===== src/rtl/cartesian_pair_scheduler.sv =====
// -----------------------------------------------------------------------------
// cartesian_pair_scheduler
//
// Purpose:
//    Sequences the I x F multiplier array for one convolution layer. It walks
//    every (input-chunk, filter-chunk) pair, with the filter chunk as the inner
//    loop. For each pair it issues an IARAM/weight-buffer read, then presents
//    array_valid until the accumulator buffer accepts the result. It also pulses
//    the decoder restart and layer-change controls once at the start of a layer.
//
// Ports:
//    clk, rst               clock, synchronous active-low reset
//    start, abort           layer start (sampled in IDLE) / synchronous cancel
//    num_in_chunks          N, input chunks in the layer
//    num_flt_chunks         M, filter chunks in the layer
//    in_base, wt_base       IARAM / weight-buffer base chunk addresses
//    acc_ready              accumulator accepts the current array result
//    rd_en                  1-cycle read strobe to IARAM and weight buffer
//    iaram_addr, wt_addr    in_base + ic, wt_base + fc (modulo 2^ADDR_W)
//    decode_restart         1-cycle pulse restarting the input index decoder
//    layer_change_flag      1-cycle pulse resetting filter decoder k tracking
//    array_valid            array/coordinate outputs belong to current pair
//    last_pair              current pair is (N-1, M-1), qualified by array_valid
//    ic, fc                 current input / filter chunk indices
//    busy                   scheduler not idle
//    done                   1-cycle pulse at layer completion
//
// All outputs are registered. They are computed from the next state, so each
// output is aligned with the state it describes.
// -----------------------------------------------------------------------------
module cartesian_pair_scheduler #(
   parameter int ADDR_W = 10,
   parameter int CNT_W  = 10
) (
   input  logic              clk,
   input  logic              rst,
   input  logic              start,
   input  logic              abort,
   input  logic [CNT_W-1:0]  num_in_chunks,
   input  logic [CNT_W-1:0]  num_flt_chunks,
   input  logic [ADDR_W-1:0] in_base,
   input  logic [ADDR_W-1:0] wt_base,
   input  logic              acc_ready,
   output logic              rd_en,
   output logic [ADDR_W-1:0] iaram_addr,
   output logic [ADDR_W-1:0] wt_addr,
   output logic              decode_restart,
   output logic              layer_change_flag,
   output logic              array_valid,
   output logic              last_pair,
   output logic [CNT_W-1:0]  ic,
   output logic [CNT_W-1:0]  fc,
   output logic              busy,
   output logic              done
);

   typedef enum logic [2:0] {
      S_IDLE = 3'd0,
      S_CFG  = 3'd1,
      S_RD   = 3'd2,
      S_WAIT = 3'd3,
      S_DONE = 3'd4
   } state_t;

   localparam logic [CNT_W-1:0] ONE = CNT_W'(1);

   state_t            r_state;
   state_t            w_state_nxt;
   logic [CNT_W-1:0]  r_n, r_m, r_ic, r_fc;
   logic [CNT_W-1:0]  w_ic_nxt, w_fc_nxt;
   logic [ADDR_W-1:0] r_in_base, r_wt_base, r_iaram_addr, r_wt_addr;
   logic              r_rd_en, r_decode_restart, r_layer_change, r_array_valid;
   logic              r_last_pair, r_busy, r_done;
   logic              w_latch;
   logic              w_last_cur;
   logic              w_last_nxt;

   // A latched count of zero makes N-1 wrap to all ones. That value is never
   // reached, because a zero-count layer skips straight to DONE.
   assign w_last_cur = (r_ic == r_n - ONE) && (r_fc == r_m - ONE);
   assign w_last_nxt = (w_ic_nxt == r_n - ONE) && (w_fc_nxt == r_m - ONE);

   // Next-state and next-index logic. abort overrides every transition.
   always_comb begin
      w_state_nxt = r_state;
      w_ic_nxt    = r_ic;
      w_fc_nxt    = r_fc;
      w_latch     = 1'b0;
      if (abort) begin
         w_state_nxt = S_IDLE;
      end else begin
         case (r_state)
            S_IDLE: begin
               if (start) begin
                  w_latch = 1'b1;
                  if ((num_in_chunks != {CNT_W{1'b0}}) && (num_flt_chunks != {CNT_W{1'b0}})) begin
                     w_state_nxt = S_CFG;
                  end else begin
                     w_state_nxt = S_DONE;
                  end
               end else begin
                  w_state_nxt = S_IDLE;
               end
            end
            S_CFG: begin
               w_ic_nxt    = {CNT_W{1'b0}};
               w_fc_nxt    = {CNT_W{1'b0}};
               w_state_nxt = S_RD;
            end
            S_RD: begin
               w_state_nxt = S_WAIT;
            end
            S_WAIT: begin
               if (!acc_ready) begin
                  w_state_nxt = S_WAIT;
               end else if (w_last_cur) begin
                  w_state_nxt = S_DONE;
               end else if (r_fc == r_m - ONE) begin
                  w_fc_nxt    = {CNT_W{1'b0}};
                  w_ic_nxt    = r_ic + ONE;
                  w_state_nxt = S_RD;
               end else begin
                  w_fc_nxt    = r_fc + ONE;
                  w_state_nxt = S_RD;
               end
            end
            S_DONE: begin
               w_state_nxt = S_IDLE;
            end
            default: begin
               w_state_nxt = S_IDLE;
            end
         endcase
      end
   end

   // State, layer configuration, counters and registered outputs.
   always_ff @(posedge clk) begin
      if (!rst) begin
         r_state          <= S_IDLE;
         r_n              <= {CNT_W{1'b0}};
         r_m              <= {CNT_W{1'b0}};
         r_ic             <= {CNT_W{1'b0}};
         r_fc             <= {CNT_W{1'b0}};
         r_in_base        <= {ADDR_W{1'b0}};
         r_wt_base        <= {ADDR_W{1'b0}};
         r_iaram_addr     <= {ADDR_W{1'b0}};
         r_wt_addr        <= {ADDR_W{1'b0}};
         r_rd_en          <= 1'b0;
         r_decode_restart <= 1'b0;
         r_layer_change   <= 1'b0;
         r_array_valid    <= 1'b0;
         r_last_pair      <= 1'b0;
         r_busy           <= 1'b0;
         r_done           <= 1'b0;
      end else begin
         r_state <= w_state_nxt;
         r_ic    <= w_ic_nxt;
         r_fc    <= w_fc_nxt;
         if (w_latch) begin
            r_n       <= num_in_chunks;
            r_m       <= num_flt_chunks;
            r_in_base <= in_base;
            r_wt_base <= wt_base;
         end
         // Addresses change only on entry to RD, so they stay stable through WAIT.
         if (w_state_nxt == S_RD) begin
            r_iaram_addr <= r_in_base + ADDR_W'(w_ic_nxt);
            r_wt_addr    <= r_wt_base + ADDR_W'(w_fc_nxt);
         end
         r_rd_en          <= (w_state_nxt == S_RD);
         r_decode_restart <= (w_state_nxt == S_CFG);
         r_layer_change   <= (w_state_nxt == S_CFG);
         r_array_valid    <= (w_state_nxt == S_WAIT);
         r_last_pair      <= (w_state_nxt == S_WAIT) && w_last_nxt;
         r_busy           <= (w_state_nxt != S_IDLE);
         r_done           <= (w_state_nxt == S_DONE);
      end
   end

   assign rd_en             = r_rd_en;
   assign iaram_addr        = r_iaram_addr;
   assign wt_addr           = r_wt_addr;
   assign decode_restart    = r_decode_restart;
   assign layer_change_flag = r_layer_change;
   assign array_valid       = r_array_valid;
   assign last_pair         = r_last_pair;
   assign ic                = r_ic;
   assign fc                = r_fc;
   assign busy              = r_busy;
   assign done              = r_done;

endmodule

===== config.mk =====
export PLATFORM = sky130hd
export DESIGN_NAME = cartesian_pair_scheduler
export DESIGN_NICKNAME = d
export VERILOG_FILES = /design/src/rtl/cartesian_pair_scheduler.sv
export SDC_FILE = /design/constraint.sdc
export NUM_CORES = 1
export LEC_CHECK = 0
export CAP_MARGIN = 25
export CELL_PAD_IN_SITES_DETAIL_PLACEMENT = 0
export CELL_PAD_IN_SITES_GLOBAL_PLACEMENT = 1
export CORE_ASPECT_RATIO = 1.5
export CORE_UTILIZATION = 37
export DETAILED_ROUTE_END_ITERATION = 10
export PLACE_DENSITY_LB_ADDON = 0.08
export SYNTH_ARGS = -nofsm -noshare
export SYNTH_HDL_FRONTEND = slang
export SYNTH_SLANG_ARGS = --single-unit

===== constraint.sdc =====
create_clock -name clk -period 4.3 [get_ports clk]
set_input_delay 0.86 -clock clk [delete_from_list [all_inputs] [get_ports clk]]
set_output_delay 0.86 -clock clk [all_outputs]
set_load 0.1 [all_outputs]

======== Yosys cells after proc, flatten, opt, wreduce, memory -nomap -nowiden ========
Cells that the tools add are included.
Widths: inputs -> output; s select.
word-level totals
  register bits after elaboration ......... 89
  bits in latches ......................... 0
  memory bits (writable) .................. 0
  ROM bits ................................ 0
  bits of input ports ..................... 45
  output and inout bits ................... 47
  logic and storage cells ................. 59
  memories kept ........................... 0
cells by class
  $add $sub $neg .......................... 6
  $mul .................................... 0
  divide/modulo/power cells ............... 0
  magnitude comparators ................... 0
  equal/unequal tests ..................... 11
  shift-type cells ........................ 0
  muxes and demuxes ....................... 19
  bitwise operators ....................... 0
  reductions and logical operators ........ 8
operator list
  cell                   number
  $mux 10                8
  $eq 10x10->1           4
  $pmux 10 s2            2
  $add 10x1->10 const B  2
  $add 10x10->10         2
  $reduce_bool 10->1     2
  $sub 10x1->10 const B  2
  $mux 3                 5
  $eq 3x2->1 const B     4
  $pmux 3 s4             1
  $eq 3x1->1 const B     2
  $logic_and 1x1->1      4
  $eq 3x3->1 const B     1
  $logic_not 3->1        1
  $mux 1                 3
  $reduce_bool 3->1      1

======== Longest topological paths before layout ========
  depth in word-level cells ............... 10
  gate-level depth with buffers ........... 25
  depth with buffers taken out ............ 24

======== Worst setup path after synthesis ========
OpenSTA, ideal clock, no wires.
  kind .................................... register to register
  start ................................... register r_fc[2] (netlist: fc[2])
  end ..................................... register r_iaram_addr[8] (netlist: iaram_addr[8])
  library setup time ...................... 0.115 ns
  arrival time ............................ 4.710 ns
  required time ........................... 4.185 ns
  setup slack ............................. -0.525 ns
  cell stages (with the launch flop) ...... 21
  buffers on the path ..................... 1
  clock period less this slack ............ 4.825 ns
  path through ............................ dfxtp_1 > clkbuf_1 > xnor2_1 > xnor2_1 > nor4b_1 > and2_1 > o2111ai_1 > a21oi_1 > nand2b_1 > o31ai_1 > ha_1 > fa_1 > a21oi_1 > o21bai_1 > a21o_1 > a21oi_1 > o21bai_1 > a21oi_1 > xor2_1 > o21ai_0 > and2_1
on the way
  word-level cells in the longest chain between the ends .. 7
  elaborated cells on any way between the ends .. 13
  those cells by class .................... add/sub: 1; eq/ne: 2; mux: 9; reduce/logical: 1
ends and longest elaborated chain
  item                                                 RTL line  text
  from (decl)                                          69        logic [CNT_W-1:0] r_n, r_m, r_ic, r_fc;
  from (signal assigned)                               144       r_fc <= {CNT_W{1'b0}};
  from (signal assigned)                               159       r_fc <= w_fc_nxt;
  $eq 10x10->1 *                                       80, 118
  $mux 10 / $logic_and 1x1->1 (equally long branches)  118, 80
  $mux 10 *                                            116       end else if (w_last_cur) begin
  $mux 10 *                                            114       if (!acc_ready) begin
  $pmux 10 s2 *                                        92        case (r_state)
  $mux 10 *                                            89        if (abort) begin
  named net w_ic_nxt[0]                                70        logic [CNT_W-1:0] w_ic_nxt, w_fc_nxt;
  $add 10x10->10 *                                     168       r_iaram_addr <= r_in_base + ADDR_W'(w_ic_nxt);
  to (signal assigned)                                 147       r_iaram_addr <= {ADDR_W{1'b0}};
  to (signal assigned)                                 168
  to (decl)                                            71        logic [ADDR_W-1:0] r_in_base, r_wt_base, r_iaram_addr, r_wt_addr;
The timed path passes the listed nets; every way through them passes the cells marked *.
A chain may end at the register's enable or synchronous reset.

======== Worst setup path in the final report ========
  start ................................... register r_m[0]
  end ..................................... register r_iaram_addr[8] (netlist: iaram_addr[8])
on the way
  word-level cells in the longest chain between the ends .. 8
  elaborated cells on any way between the ends .. 14
  those cells by class .................... add/sub: 2; eq/ne: 2; mux: 9; reduce/logical: 1
ends and longest elaborated chain
  item                                                 RTL line  text
  from (decl)                                          69
  from (signal assigned)                               142       r_m <= {CNT_W{1'b0}};
  from (signal assigned)                               162       r_m <= num_flt_chunks;
  $sub 10x1->10 *                                      80, 118
  $eq 10x10->1 *                                       80, 118
  $mux 10 / $logic_and 1x1->1 (equally long branches)  118, 80
  $mux 10 *                                            116
  $mux 10 *                                            114
  $pmux 10 s2 *                                        92
  $mux 10 *                                            89
  named net w_ic_nxt[4]                                70
  $add 10x10->10 *                                     168
Marked as above.

==> metrics.cfg <==
[die]
num_io_pins=92
core_mm2=0.0158
die_h_um=158
num_rows=56
initial_core_util_pct=38.1
die_w_um=106
dieArea_mm2=0.0168

[power]
ir_drop_mv=0.194
leakage_uw=0.00342
powerDensity_mw_per_mm2=255

[drt]
route.detailed.drc=0
ant_nets=0
totalWireLength_mm=21.3
via_count=6121
post_drt_wl_per_cell_um=18.6
first_pass_iters=4
drt_iter0_markers=303
via_per_inst=5.34

[logic_synthesis]
synth_flop_cell=dfxtp_1
synthCells=757
ys_seq_area_share_pct=29.6
synth-edff-count=0
async_reset_ff_share_pct=0
yosysUniqueCellTypes=77
synth-seq-cells=89
syn_area_per_cell_um2=7.94
synth_nets=826
synth_warnings=0
syn_area_mm2=0.00601

[timing]
rsz0062_at_grt=true
drv_slew=0
finClkSkew_ns=0.00924
holdWs_ns=0.468
relSlewSlack_pct=33.9
worst_slack_ns=-0.0247
tightest_slew_ns=0.988
setup_violations=1
period_needed_ns=4.32
timing.fmax_mhz=231
period_share_pct=101
hold_viol=0

[cells_and_area]
nets=1007
syn2layout_area_growth_pct=44.2
mostFrequentLayoutCell=nand2_1
n_antenna_cell=0
drive_above_1_share_pct=26.1
fin_util_pct=55.0
final_cell_mix=nand2_1, buf_4, clkdlybuf4s50_1
fillers=1519

[run]
cap_violations=0

[grt]
grt_antenna_before_repair=0
grt_max_degree=86
grt_pass1_wl_mm=32.5
overflow=0
grt.total_usage_pct=25.8
grt_pass1_vias=6142

[placed_design]
hpwlAfterDp_mm=16.4
place_congestion=0.940
portBuffers=91

[outcome]
violations=negative setup slack
status=finished with violations

[hold_path]
min_path_type=reg -> reg
hold_start=wt_addr[6]

[setup_path]
endpoint_kind=flip-flop
critPathKind=reg -> reg
slowest_delay_ns=0.48
critPathLaunchType=flip-flop
crit_family=compound AO/OA/AOI/OAI gates
cp.buffers_inverters=5
crit_chain=inv_2 -> ha_4 -> or4b_4 -> nor4_4 -> xnor3_1 -> a21boi_4 -> buf_6 -> o211ai_1 -> buf_4 -> buf_4 -> o211ai_1 -> o211ai_1 -> ha_1 -> buf_4 -> a21o_1 -> a21oi_2 -> o21bai_1 -> a21oi_1 -> xor2_1 -> o21ai_1 -> and2_1
crit_arrival_ns=4.57
required_ns=4.55
reg2reg_from=r_m[0]
cp_max_fo=3
startpoint=r_m[0]
crit_path_top_delay_cell=or4b_4

[clock_network]
cts_tree=yes
htreeDepth=3
cts_root_buf=clkbuf_16
numCtsBuffers=9
hold_buffers=0
clk_latency_ns=0.35
cts_num_sinks=89
clk_pin_slew_ns=0.07
cts_buffer_depth=2

==> where the power goes <==
group	switching, uW	internal [uW]
clock	358	486
sequential	21.4	846
combinational	262	237
total	641	1570
==> worst min-delay path: stages (launching register included) <==
cell	delay [ns]
dfxtp_1	0.31
nand2_1	0.05
a21boi_1	0.06
==> cell usage after synthesis, types with 10 or more instances <==
| library cell | n | area, um2 |
|---|---|---|
| ha_1 | 22 | 275 |
| inv_1 | 27 | 101 |
| nand2_1 | 142 | 533 |
| dfxtp_1 | 89 | 1780 |
| xor2_1 | 23 | 201 |
| a21boi_0 | 51 | 383 |
| nor4_1 | 10 | 62.6 |
| nand3_1 | 19 | 95.1 |
| a21oi_1 | 27 | 135 |
| o21ai_0 | 21 | 105 |
| nand4_1 | 10 | 62.6 |
| and2_1 | 31 | 194 |
| clkbuf_1 | 38 | 143 |
| or4_1 | 10 | 75.1 |
| nor3_1 | 17 | 85.1 |
| nor2_1 | 32 | 120 |
| xnor2_1 | 37 | 324 |
==> through the flow <==
step | total power, uW | instance area [um2] | TNS, ns | instances | setup slack [ns]
2_1_floorplan | 1170 | 6140 | 0 | 757 | 0.00148
3_3_place_gp | 1340 | 7900 | -0.0966 | 1112 | -0.0553
3_5_place_dp | 1340 | 7900 | -0.371 | 1112 | -0.138
4_1_cts | 2200 | 8310 | 0 | 1133 | 0.00800
5_1_grt | 2300 | 8670 | -0.847 | 1146 | -0.235
6_report | 2210 | 8670 | -0.0247 | 1146 | -0.0247
==> registers in the layout (all words and copies together) (netlist names), 3 cells and up <==
register / flops
fc: 10
iaram_addr: 10
ic: 10
r_in_base: 10
r_m: 10
r_n: 10
r_wt_base: 10
wt_addr: 10
r_state: 3
==> routing by layer <==
metal	up-vias	part of all wire [%]	GRT usage [%]
li1	3016	-	-
met1	2918	38	27.3
met2	137	54	49.5
met3	50	2.9	3.71
met4	0	4.9	12.6
met5	-	0	0
==> repair_timing <==
action	4_1_cts	5_1_grt
setup endpoints to repair	5	10
endpoints found under the hold margin	0	0
setup buffers	5	15
pin swaps	17	39
resized for setup	19	64
==> kinds of logic after synthesis <==
logic type	synth area share, %
AO/OA/AOI/OAI	20.6
XOR/XNOR	10.3
adder cells (fa/ha/maj)	5.25
buffers and inverters	5.43
flip-flops	29.6
multiplexers	1.60
AND/OR/NAND/NOR	27.2
==> final cells by class <==
class	count	area, um2	area share [%]
repair buffers	219	1900	21.9
multi-input cells	592	4290	49.6
clock buffers	11	253	2.92
inverters	27	101	1.17
flip-flops and latches	89	1800	20.8
well taps	203	254	2.93
clock inverters	5	61.3	0.707
==> final timing paths <==
| path | endpoint | slack [ns] | cells past startpoint |
|---|---|---|---|
| worst min-delay path | wt_addr[6] | 0.47 | 2 |
| worst max register to register | iaram_addr[8] | -0.02 | 21 |
| worst min register to register | wt_addr[6] | 0.47 | 2 |
| worst max-delay path | iaram_addr[8] | -0.02 | 21 |
Note: power is estimated with default switching activity, not from simulation.
